File: src/rtl/mj32_pkg.sv
// MJ32 shared decode definitions: opcodes, funct7 patterns, format/class codes, immediate widths.
package mj32_pkg;

    localparam logic [6:0] OP_R      = 7'b0110011;
    localparam logic [6:0] OP_I      = 7'b0010011;
    localparam logic [6:0] OP_LOAD   = 7'b0000011;
    localparam logic [6:0] OP_STORE  = 7'b0100011;
    localparam logic [6:0] OP_BRANCH = 7'b1100011;
    localparam logic [6:0] OP_JAL    = 7'b1101111;
    localparam logic [6:0] OP_JALR   = 7'b1100111;
    localparam logic [6:0] OP_LUI    = 7'b0110111;
    localparam logic [6:0] OP_AUIPC  = 7'b0010111;

    localparam logic [6:0] F7_ZERO   = 7'b0000000;
    localparam logic [6:0] F7_ALT    = 7'b0100000;
    localparam logic [6:0] F7_MULDIV = 7'b0000001;

    localparam int IMM_I_W = 12;
    localparam int IMM_S_W = 12;
    localparam int IMM_B_W = 13;
    localparam int IMM_U_W = 32;
    localparam int IMM_J_W = 21;

    // FMT_X marks an unrecognised opcode: no register or immediate fields.
    typedef enum logic [2:0] {
        FMT_R = 3'd0,
        FMT_I = 3'd1,
        FMT_S = 3'd2,
        FMT_B = 3'd3,
        FMT_U = 3'd4,
        FMT_J = 3'd5,
        FMT_X = 3'd7
    } fmt_e;

    typedef enum logic [3:0] {
        CLS_NONE   = 4'd0,
        CLS_ALU_R  = 4'd1,
        CLS_ALU_I  = 4'd2,
        CLS_LOAD   = 4'd3,
        CLS_STORE  = 4'd4,
        CLS_BRANCH = 4'd5,
        CLS_JAL    = 4'd6,
        CLS_JALR   = 4'd7,
        CLS_LUI    = 4'd8,
        CLS_AUIPC  = 4'd9,
        CLS_MULDIV = 4'd10
    } cls_e;

endpackage

File: src/rtl/decode_comb.sv
// Pure combinational RV32I(+M) decoder: instruction word -> format, class, fields, immediate, legality.
module decode_comb
    import mj32_pkg::*;
#(
    parameter int XLEN     = 32,
    parameter bit ENABLE_M = 1'b0
) (
    input  logic [31:0]     instr,
    output logic [2:0]      fmt,
    output logic [3:0]      cls,
    output logic [2:0]      funct3,
    output logic [6:0]      funct7,
    output logic [4:0]      rs1,
    output logic [4:0]      rs2,
    output logic [4:0]      rd,
    output logic            rf_we,
    output logic [XLEN-1:0] imm,
    output logic            illegal
);

    function automatic logic [31:0] imm_i(input logic [31:0] w);
        return {{(32-IMM_I_W){w[31]}}, w[31:20]};
    endfunction

    function automatic logic [31:0] imm_s(input logic [31:0] w);
        return {{(32-IMM_S_W){w[31]}}, w[31:25], w[11:7]};
    endfunction

    function automatic logic [31:0] imm_b(input logic [31:0] w);
        return {{(32-IMM_B_W){w[31]}}, w[31], w[7], w[30:25], w[11:8], 1'b0};
    endfunction

    function automatic logic [31:0] imm_u(input logic [31:0] w);
        return {w[31:12], 12'd0};
    endfunction

    function automatic logic [31:0] imm_j(input logic [31:0] w);
        return {{(32-IMM_J_W){w[31]}}, w[31], w[19:12], w[20], w[30:21], 1'b0};
    endfunction

    // Widen a 32-bit signed immediate to the datapath width.
    function automatic logic [XLEN-1:0] sext32(input logic [31:0] v);
        return XLEN'($signed(v));
    endfunction

    logic [6:0]  opcode_s;
    logic [2:0]  f3_s;
    logic [6:0]  f7_s;
    fmt_e        fmt_s;
    cls_e        cls_s;
    logic        legal_s;
    logic        use_rs1_s;
    logic        use_rs2_s;
    logic        use_rd_s;
    logic        use_f3_s;
    logic        use_f7_s;
    logic [31:0] imm32_s;

    assign opcode_s = instr[6:0];
    assign f3_s     = instr[14:12];
    assign f7_s     = instr[31:25];

    // Classify the opcode: pick format, class, which fields exist, immediate and legality.
    always_comb begin
        fmt_s     = FMT_X;
        cls_s     = CLS_NONE;
        legal_s   = 1'b0;
        use_rs1_s = 1'b0;
        use_rs2_s = 1'b0;
        use_rd_s  = 1'b0;
        use_f3_s  = 1'b0;
        use_f7_s  = 1'b0;
        imm32_s   = 32'd0;
        case (opcode_s)
            OP_R: begin
                fmt_s     = FMT_R;
                use_rs1_s = 1'b1;
                use_rs2_s = 1'b1;
                use_rd_s  = 1'b1;
                use_f3_s  = 1'b1;
                use_f7_s  = 1'b1;
                if (f7_s == F7_MULDIV) begin
                    cls_s   = CLS_MULDIV;
                    legal_s = ENABLE_M;
                end else begin
                    cls_s   = CLS_ALU_R;
                    legal_s = (f7_s == F7_ZERO) ||
                              ((f7_s == F7_ALT) && ((f3_s == 3'b000) || (f3_s == 3'b101)));
                end
            end
            OP_I: begin
                fmt_s     = FMT_I;
                cls_s     = CLS_ALU_I;
                use_rs1_s = 1'b1;
                use_rd_s  = 1'b1;
                use_f3_s  = 1'b1;
                imm32_s   = imm_i(instr);
                // Shifts carry a funct7 in the upper immediate bits; only SRAI may use the alt form.
                if (f3_s == 3'b001) begin
                    use_f7_s = 1'b1;
                    legal_s  = (f7_s == F7_ZERO);
                end else if (f3_s == 3'b101) begin
                    use_f7_s = 1'b1;
                    legal_s  = (f7_s == F7_ZERO) || (f7_s == F7_ALT);
                end else begin
                    legal_s  = 1'b1;
                end
            end
            OP_LOAD: begin
                fmt_s     = FMT_I;
                cls_s     = CLS_LOAD;
                use_rs1_s = 1'b1;
                use_rd_s  = 1'b1;
                use_f3_s  = 1'b1;
                imm32_s   = imm_i(instr);
                legal_s   = (f3_s != 3'b011) && (f3_s != 3'b110) && (f3_s != 3'b111);
            end
            OP_STORE: begin
                fmt_s     = FMT_S;
                cls_s     = CLS_STORE;
                use_rs1_s = 1'b1;
                use_rs2_s = 1'b1;
                use_f3_s  = 1'b1;
                imm32_s   = imm_s(instr);
                legal_s   = (f3_s <= 3'b010);
            end
            OP_BRANCH: begin
                fmt_s     = FMT_B;
                cls_s     = CLS_BRANCH;
                use_rs1_s = 1'b1;
                use_rs2_s = 1'b1;
                use_f3_s  = 1'b1;
                imm32_s   = imm_b(instr);
                legal_s   = (f3_s != 3'b010) && (f3_s != 3'b011);
            end
            OP_JAL: begin
                fmt_s    = FMT_J;
                cls_s    = CLS_JAL;
                use_rd_s = 1'b1;
                imm32_s  = imm_j(instr);
                legal_s  = 1'b1;
            end
            OP_JALR: begin
                fmt_s     = FMT_I;
                cls_s     = CLS_JALR;
                use_rs1_s = 1'b1;
                use_rd_s  = 1'b1;
                use_f3_s  = 1'b1;
                imm32_s   = imm_i(instr);
                legal_s   = (f3_s == 3'b000);
            end
            OP_LUI: begin
                fmt_s    = FMT_U;
                cls_s    = CLS_LUI;
                use_rd_s = 1'b1;
                imm32_s  = imm_u(instr);
                legal_s  = 1'b1;
            end
            OP_AUIPC: begin
                fmt_s    = FMT_U;
                cls_s    = CLS_AUIPC;
                use_rd_s = 1'b1;
                imm32_s  = imm_u(instr);
                legal_s  = 1'b1;
            end
            default: begin
                fmt_s   = FMT_X;
                legal_s = 1'b0;
            end
        endcase
    end

    // Illegal words keep their fields but never claim a class or a register write.
    assign fmt     = fmt_s;
    assign cls     = legal_s ? cls_s : CLS_NONE;
    assign funct3  = use_f3_s  ? f3_s         : 3'd0;
    assign funct7  = use_f7_s  ? f7_s         : 7'd0;
    assign rs1     = use_rs1_s ? instr[19:15] : 5'd0;
    assign rs2     = use_rs2_s ? instr[24:20] : 5'd0;
    assign rd      = use_rd_s  ? instr[11:7]  : 5'd0;
    assign rf_we   = use_rd_s && (instr[11:7] != 5'd0) && legal_s;
    assign imm     = sext32(imm32_s);
    assign illegal = !legal_s;

endmodule

File: src/rtl/decode_stage.sv
// MJ32 decode stage: valid/ready handshake around decode_comb with a fully registered output bank.
module decode_stage
    import mj32_pkg::*;
#(
    parameter int XLEN     = 32,
    parameter int PC_W     = 32,
    parameter bit ENABLE_M = 1'b0
) (
    input  logic            clk,
    input  logic            rst,
    input  logic            flush,
    input  logic            in_valid,
    output logic            in_ready,
    input  logic [PC_W-1:0] in_pc,
    input  logic [31:0]     in_instr,
    output logic            out_valid,
    input  logic            out_ready,
    output logic [PC_W-1:0] out_pc,
    output logic [2:0]      out_fmt,
    output logic [3:0]      out_cls,
    output logic [2:0]      out_funct3,
    output logic [6:0]      out_funct7,
    output logic [4:0]      out_rs1,
    output logic [4:0]      out_rs2,
    output logic [4:0]      out_rd,
    output logic            out_rf_we,
    output logic [XLEN-1:0] out_imm,
    output logic            out_illegal
);

    localparam int DW = 3 + 4 + 3 + 7 + 5 + 5 + 5 + 1 + XLEN + 1;

    logic [2:0]      dec_fmt_s;
    logic [3:0]      dec_cls_s;
    logic [2:0]      dec_funct3_s;
    logic [6:0]      dec_funct7_s;
    logic [4:0]      dec_rs1_s;
    logic [4:0]      dec_rs2_s;
    logic [4:0]      dec_rd_s;
    logic            dec_rf_we_s;
    logic [XLEN-1:0] dec_imm_s;
    logic            dec_illegal_s;
    logic [DW-1:0]   dec_bus_s;
    logic            accept_s;

    logic            valid_d, valid_q;
    logic [PC_W-1:0] pc_d, pc_q;
    logic [DW-1:0]   data_d, data_q;

    decode_comb #(
        .XLEN     (XLEN),
        .ENABLE_M (ENABLE_M)
    ) u_decode (
        .instr   (in_instr),
        .fmt     (dec_fmt_s),
        .cls     (dec_cls_s),
        .funct3  (dec_funct3_s),
        .funct7  (dec_funct7_s),
        .rs1     (dec_rs1_s),
        .rs2     (dec_rs2_s),
        .rd      (dec_rd_s),
        .rf_we   (dec_rf_we_s),
        .imm     (dec_imm_s),
        .illegal (dec_illegal_s)
    );

    assign dec_bus_s = {dec_fmt_s, dec_cls_s, dec_funct3_s, dec_funct7_s, dec_rs1_s,
                        dec_rs2_s, dec_rd_s, dec_rf_we_s, dec_imm_s, dec_illegal_s};

    // Ready depends only on flush and the held slot, never on in_valid/in_pc/in_instr.
    assign in_ready = !flush && (!valid_q || out_ready);
    assign accept_s = in_valid && in_ready;

    // Next-state: flush drops everything, accept loads, consume empties, otherwise hold.
    always_comb begin
        valid_d = valid_q;
        pc_d    = pc_q;
        data_d  = data_q;
        if (flush) begin
            valid_d = 1'b0;
        end else if (accept_s) begin
            valid_d = 1'b1;
            pc_d    = in_pc;
            data_d  = dec_bus_s;
        end else if (out_ready) begin
            valid_d = 1'b0;
        end else begin
            valid_d = valid_q;
        end
    end

    // Output register bank; reset clears valid and every data field.
    always_ff @(posedge clk or posedge rst) begin
        if (rst) begin
            valid_q <= 1'b0;
            pc_q    <= '0;
            data_q  <= '0;
        end else begin
            valid_q <= valid_d;
            pc_q    <= pc_d;
            data_q  <= data_d;
        end
    end

    assign out_valid = valid_q;
    assign out_pc    = pc_q;
    assign {out_fmt, out_cls, out_funct3, out_funct7, out_rs1, out_rs2,
            out_rd, out_rf_we, out_imm, out_illegal} = data_q;

endmodule
File: config.mk
export PLATFORM = sky130hd
export DESIGN_NAME = decode_stage
export DESIGN_NICKNAME = d
export VERILOG_FILES = /design/src/rtl/mj32_pkg.sv /design/src/rtl/decode_comb.sv /design/src/rtl/decode_stage.sv
export SDC_FILE = /design/constraint.sdc
export NUM_CORES = 1
export LEC_CHECK = 0
export ABC_AREA = 1
export CORE_ASPECT_RATIO = 0.8
export CORE_UTILIZATION = 48
export DETAILED_ROUTE_END_ITERATION = 16
export PLACE_DENSITY = 0.95
export SLEW_MARGIN = 5
export SYNTH_ARGS = -nofsm -noshare
export SYNTH_HDL_FRONTEND = slang
export SYNTH_SLANG_ARGS = --single-unit
File: constraint.sdc
create_clock -name clk -period 9.5 [get_ports clk]
set_input_delay 1.9 -clock clk [delete_from_list [all_inputs] [get_ports clk]]
set_output_delay 1.9 -clock clk [all_outputs]
set_load 0.005 [all_outputs]
### Word level (Yosys, flattened, before mapping)

Index checks and enable logic that the tools add are counted.

* logic and storage cells: 71
* input port bits: 69
* register bits: 99
* output and inout port bits: 100

* muxes and demuxes: 23
* bitwise logic cells: 1
* $lt $le $gt $ge: 1
* eq/ne operators: 17
* reduce and logical (&&, ||, !) cells: 26

Operator list (number)
* case mux 32 bit (5 select lines): 1
* case mux 4 bit (9 select lines): 1
* == test 7 x 6 -> 1 bit, second input constant: 4
* == test 7 bit, second input constant: 3
* case mux 3 bit (6 select lines): 1
* two-way mux 5 bit: 3
* == test 7 x 5 -> 1 bit, second input constant: 2
* two-way mux 1 bit: 11
* OR reduction 3 bit: 3
* logical AND 1 bit: 8
* two-way mux 4 bit: 2
* == test 7 x 1 -> 1 bit, second input constant: 1
* == test 7 x 2 -> 1 bit, second input constant: 1
* zero test 7 bit: 1
* two-way mux 7 bit: 1
* case mux 1 bit (7 select lines): 1
* OR reduction 7 bit: 1
* inequality test 3 x 2 -> 1 bit, second input constant: 2
* inequality test 3 bit, second input constant: 2
* OR reduction 6 bit: 1
* nonzero test 5 bit: 1
* logical OR 1 bit: 4
* == test 3 x 1 -> 1 bit, second input constant: 1
* == test 3 bit, second input constant: 1
* other kinds (9): 11

### Logic depth before layout (Yosys ltp)

Gate-level depths: netlist (run 1).

* depth in word-level cells: 7
* depth in mapped cells: 10
* gate-level depth less buffers: 10

### Cells and area by module

From an unflattened synthesis (run 1), not the netlist that was laid out.

* cells, all modules: 639
* area total of the unflattened synthesis: 4959.8 um2

Modules (own cells, without submodules)
* decode_stage: sequential area each 2477.4 um2, times used 1, cells an instance 442, area an instance 4068.9 um2
* decode_comb: sequential area each 0.0 um2, times used 1, cells an instance 197, area an instance 890.9 um2

### Least setup slack after synthesis (run 1)

No wires, ideal clock.

* path kind: input-to-output
* start: in out_ready
* end: out in_ready
* arrival: 2.101 ns
* buffers on the path: 0
* slack: 5.499 ns
* stages: 2
* required time: 7.600 ns
* cells stage by stage: nor2_1 nor2_2

* word-level cells in the longest chain between the ends: 2

Ends and longest elaborated chain
* start, declared: RTL line decode_stage.sv:17 `input logic out_ready,`
* logical OR 1 bit: RTL line decode_stage.sv:71 `assign in_ready = !flush && (!valid_q || out_ready);`
* logical AND 1 bit: RTL line decode_stage.sv:71
* end, declared: RTL line decode_stage.sv:13 `output logic in_ready,`

Every way passes these cells.

### Worst setup path in the final report (run 1)

Same ends and word-level chain as after synthesis.

==> results.yml, run 1 <==
detailed_routing:
  drt-total-wl_um: 12900
  drc_errors: 0
  wl_per_cell_um: 15.2
  drt_pass1_iterations: 5
  num_vias: 4424
  ant_nets: 0
  viasPerCell: 5.22
  drt_iter0_drc: 261
worst_setup_path:
  start_kind: "primary input"
  cp.arrival_ns: 3.09
  end_kind: "output pin"
  worstPathMaxFanout: 2
  crit_type: "in -> out"
  cp.required_ns: 7.60
floorplan:
  floorplan.die.width_um: 111
  ios: 169
  row_count: 31
  die_h_um: 88.8
  core_area_sq_um: 9110
  dieArea_sq_um: 9820
  start_util_pct: 49.6
clock_tree:
  clk_pin_slew_ns: 0.07
  cts_resized: 0
  cts_tree: "yes"
  postCtsHoldBufs: 0
  clockRootBuffer: "clkbuf_16"
  cts_sinks: 99
  clock_latency_ns: 0.34
  cts_made_buffers: 9
  post-cts-setup-buffers: 0
  clk_path_buf_depth: 2
  cts_max_level: 3
hold_path:
  hold_path_class: "reg -> reg"
synthesis:
  synth_edf_count: 0
  syn_area_per_cell_sq_um: 7.98
  synth_cell_type_count: 27
  yosys.area.top_type: "dfrtp_1"
  synthMostInstantiatedCell: "nand2_1"
  netlist.area_leader.share_pct: 54.8
  synth_cells: 567
  synth_ff_type: "dfrtp_1"
  synth-seq-area-share_pct: 54.8
  netlist_top_cells_area: "dfrtp_1 (55%), nand2_1 (24%), nand3_1 (3.4%)"
  syn_area_sq_um: 4520
  ys_ff_latch: 99
  synth_commonest_cells: "nand2_1 (291), dfrtp_1 (99), nand3_1 (31)"
  ys_async_sr_fraction_pct: 100
  synth_warnings: 0
  synth.net_count: 636
layout:
  nNetsFinal: 797
  final_util_pct: 72.0
  drive_above_1_share_pct: 6.55
  areaGrowthSynthToFinish_pct: 45.1
  fillers: 723
  regArea_sq_um: 2480
  instances_no_fill: 848
  multi_input_area_sq_um: 1850
  diodes: 0
sta:
  period_minus_slack_ns: 4.99
  min_period_over_period_pct: 52.6
  fmax_mhz: 200
  fin_worst_skew_ns: 0.00362
  timing.hold.ws_ns: 0.478
  tns_ns: 0
  worst_pin_slew_ns: 0.840
  slew_headroom_pct: 44.0
  setup_violations: 0
  rsz0062_at_grt: "false"
  drv_slew: 0
  hold_viol_final: 0
power:
  p_leak_nw: 3.32
  power.total_mw: 0.990
  ir_drop_mv: 0.110
  power_per_cell_area_nw_per_um2: 151
place:
  place_hpwl_um: 9520
  place_inst: 832
  gp_congestion: 0.890
  io_buffer_count: 168
global_routing:
  antenna_found_initial: 0
  grt_use_total_pct: 26.9
  grt_pass1_wl_um: 20700
  grt_max_degree: 69
  overflow: 0
  grt_pass1_vias: 4230
job:
  cap_violations: 0
status:
  status: "finished, final reports clean"
[cell usage in the layout, fill, tap and decap left out]
cell / Yosys / routed
nand2_1: 291 / 291
clkdlybuf4s50_1: 0 / 168
dfrtp_1: 99 / 99
nand3_1: 31 / 31
o21ai_0: 28 / 28
nor2_1: 25 / 25
inv_1: 23 / 22
clkbuf_16: 0 / 9
nand2_4: 4 / 5
a21oi_1: 5 / 5
nor2_2: 4 / 4
nand2_2: 5 / 4
nor2_4: 4 / 4
o21ai_1: 4 / 4
inv_2: 3 / 3
nand3_2: 3 / 3
buf_4: 0 / 3
nor3_1: 2 / 2
nand4_1: 2 / 2
o211ai_1: 2 / 2
o22ai_1: 2 / 2
a21boi_0: 2 / 2
o21ai_2: 2 / 2
o211ai_2: 2 / 2
o31ai_1: 2 / 2
clkinvlp_4: 0 / 2
nor2_8: 1 / 1
inv_4: 0 / 1
inv_6: 0 / 1
inv_8: 0 / 1
clkinv_2: 0 / 1
clkinv_4: 0 / 1
clkbuf_8: 0 / 1
[flip-flops by register name (all words and copies together) (netlist names)]
signal     cells
data_q        66
out_valid      1
out_pc        32
[final cells by class]
cell class / instances / area share, %
clock buffer: 10 / 3.64
clock inverter: 6 / 0.743
inverter: 26 / 1.52
multi-input combinational: 421 / 28.2
sequential: 99 / 37.7
tap: 115 / 2.19
timing repair buffer: 171 / 26.0
[per-layer routing]
layer  vias up  GRT usage (%)  part of all wire [%]
met4         0           8.73                   2.0
met5         -              0                     0
met1      2105           33.8                    42
met3        22           8.56                   8.4
li1       2098              -                     -
met2       199           45.1                    47
[critical path: stages]
cell and delay, ns:
clkdlybuf4s50_1 0.46, nor2_1 0.06, nor2_2 0.14, clkdlybuf4s50_1 0.53
[cells by family (layout without fill, tap and decap cells)]
| kind of cell | after synthesis | after routing | synth area share, % |
|---|---|---|---|
| AND/OR/NAND/NOR | 372 | 372 | 34.5 |
| flip-flops | 99 | 99 | 54.8 |
| buffers and inverters | 47 | 213 | 4.45 |
| AO/OA/AOI/OAI | 49 | 49 | 6.30 |
[report_power, final]
group | internal [mW] | switching, mW
Clock | 0.187 | 0.163
Combinational | 0.0940 | 0.0770
Sequential | 0.451 | 0.0172
[per-stage QoR]
| stage | cell area, sq um | worst slack, ns |
|---|---|---|
| global route | 6560 | 4.44 |
| floorplan | 4520 | 5.01 |
| global placement | 6280 | 4.53 |
| detailed placement | 6280 | 4.50 |
| finish | 6560 | 4.51 |
| CTS | 6560 | 4.49 |
[final timing paths]
check	slack [ns]	end	cells past startpoint	from
min	0.48	out_pc[23]$_DFFE_PP0P_	2	out_pc[23]$_DFFE_PP0P_
min reg2reg	0.48	out_pc[23]$_DFFE_PP0P_	2	out_pc[23]$_DFFE_PP0P_
max reg2reg	7.08	data_q[36]$_DFFE_PP0P_	8	out_valid$_DFFE_PP0P_
max in group asynchronous	6.42	data_q[36]$_DFFE_PP0P_	3	rst
max	4.51	in_ready	4	out_ready
min in group asynchronous	1.90	out_pc[12]$_DFFE_PP0P_	2	rst
No activity file was read; power rests on OpenSTA's default activity.
==> inputs of run 2 (changes only) <==
--- a/config.mk
+++ b/config.mk
@@ -7,9 +7,9 @@
 export LEC_CHECK = 0
 export ABC_AREA = 1
 export CORE_ASPECT_RATIO = 0.8
-export CORE_UTILIZATION = 48
+export CORE_UTILIZATION = 45
 export DETAILED_ROUTE_END_ITERATION = 16
-export PLACE_DENSITY = 0.95
+export PLACE_DENSITY = 0.92
 export SLEW_MARGIN = 5
 export SYNTH_ARGS = -nofsm -noshare
 export SYNTH_HDL_FRONTEND = slang
==> constraint.sdc (replaced) <==
create_clock -name clk -period 5.05 [get_ports clk]
set_input_delay 1.01 -clock clk [delete_from_list [all_inputs] [get_ports clk]]
set_output_delay 1.01 -clock clk [all_outputs]
set_load 0.005 [all_outputs]
==> results.yml, run 2 (synthesized netlist as in run 1, its figures left out) <==
status:
  status: "finished, final reports clean"
sta:
  tns_ns: 0
  period_minus_slack_ns: 3.23
  setup_violations: 0
  fin_worst_skew_ns: 0.00652
  slew_headroom_pct: 30.5
  drv_slew: 0
  worst_pin_slew_ns: 1.04
  hold_viol_final: 0
  rsz0062_at_grt: "false"
  fmax_mhz: 310
  finalWorstSetupSlack_ns: 1.82
  min_period_over_period_pct: 63.9
detailed_routing:
  drc_errors: 0
  drt-total-wl_um: 13000
  viasPerCell: 5.12
  drt_pass1_iterations: 5
  wl_per_cell_um: 14.9
  ant_nets: 0
  drt_iter0_drc: 376
  num_vias: 4453
global_routing:
  grt_use_total_pct: 25.7
  overflow: 0
  grt_max_degree: 108
  grt_pass1_vias: 4456
  antenna_found_initial: 0
  grt_pass1_wl_um: 21100
hold_path:
  hold_end: "out_pc[4]$_DFFE_PP0P_"
  whs_path_depth: 2
  hp-start: "out_pc[4]$_DFFE_PP0P_"
  hold_path_class: "reg -> reg"
worst_setup_path:
  timing.rr.start: "out_valid$_DFFE_PP0P_"
  reg2reg_to: "out_pc[22]$_DFFE_PP0P_"
  cp.arrival_ns: 2.22
  rr_worst_depth: 8
  start_kind: "primary input"
  end_kind: "output pin"
  r2r_setup_slack_ns: 3.05
  crit_type: "in -> out"
  cp.required_ns: 4.04
  worstPathMaxFanout: 2
clock_tree:
  clk_path_buf_depth: 2
  clockRootBuffer: "clkbuf_16"
  cts_made_buffers: 9
  cts_sinks: 99
  post-cts-setup-buffers: 0
  postCtsHoldBufs: 0
  cts_max_level: 3
  cts_tree: "yes"
  clock_latency_ns: 0.34
  cts_resized: 0
  clk_pin_slew_ns: 0.07
floorplan:
  dieArea_sq_um: 10500
  core_area_sq_um: 9690
  die_h_um: 91.7
  floorplan.die.width_um: 114
  ios: 169
  row_count: 32
  start_util_pct: 46.7
power:
  p_leak_nw: 3.32
  ir_drop_mv: 0.199
  power_per_cell_area_nw_per_um2: 284
place:
  dpl_worst_slack_ns: 1.83
  gp_congestion: 0.932
  place_hpwl_um: 9330
  io_buffer_count: 168
layout:
  drive_above_1_share_pct: 6.41
  largest_reg_flops: 66
  final_common_cell: "nand2_1"
  final_cell_mix: "nand2_1 (291), clkdlybuf4s50_1 (168), dfrtp_1 (99)"
  nNetsFinal: 797
  regMostFlops: "data_q"
  areaGrowthSynthToFinish_pct: 45.7
  diodes: 0
job:
  cap_violations: 0
==> run 2: changes by cell type in the layout (fill, tap and decap cells not counted), sizes merged <==
cell,change
inv,+1
clkinvlp,-1
clkinv,-1
clkbuf,+1
==> run 2: where the power goes <==
group	switching, mW	internal (mW)	leakage, nW
logic	0.145	0.177	1.87
clock network	0.315	0.356	0.139
registers	0.0329	0.849	1.32
total	0.493	1.38	3.32
==> run 2: worst max path at each step <==
stage                                 end  depth (start not counted)  startpoint
floorplan           data_q[0]$_DFFE_PP0P_                          1         rst
detailed placement               in_ready                          4   out_ready
finish                           in_ready                          4   out_ready
global route                     in_ready                          4   out_ready
global placement                 in_ready                          4   out_ready
CTS                              in_ready                          4   out_ready
==> run 2: critical path: stages <==
cell and delay [ns]:
clkdlybuf4s50_1 0.46, nor2_1 0.06, nor2_2 0.15, clkdlybuf4s50_1 0.54
==> run 2: routing by layer <==
| layer | wire length, um | vias to the layer above | GRT usage [%] |
|---|---|---|---|
| met5 | 0 | - | 0 |
| met4 | 245 | 0 | 8.23 |
| met3 | 1010 | 19 | 5.29 |
| met2 | 6180 | 224 | 42.0 |
| met1 | 5510 | 2116 | 34.2 |
| li1 | - | 2094 | - |
==> run 2: layout make-up <==
class / count / area [sq um]
repair buffers: 171 / 1700
fillers: 785 / 3100
clock inverters: 5 / 45.0
multi-input cells: 421 / 1850
flip-flops and latches: 99 / 2480
well taps: 136 / 170
inverters: 26 / 100
clock buffers: 11 / 243
==> run 2: metrics by stage <==
step | utilization, % | hold slack [ns] | cell area (sq um) | instances | total power [mW]
2_1_floorplan | - | 0.472 | 4520 | 567 | 1.01
3_3_place_gp | 65.0 | 0.461 | 6300 | 853 | 1.21
3_5_place_dp | 65.0 | 0.465 | 6300 | 853 | 1.22
4_1_cts | 68.0 | 0.484 | 6590 | 869 | 1.89
5_1_grt | 68.0 | 0.508 | 6590 | 869 | 1.95
6_report | 68.0 | 0.480 | 6590 | 869 | 1.87
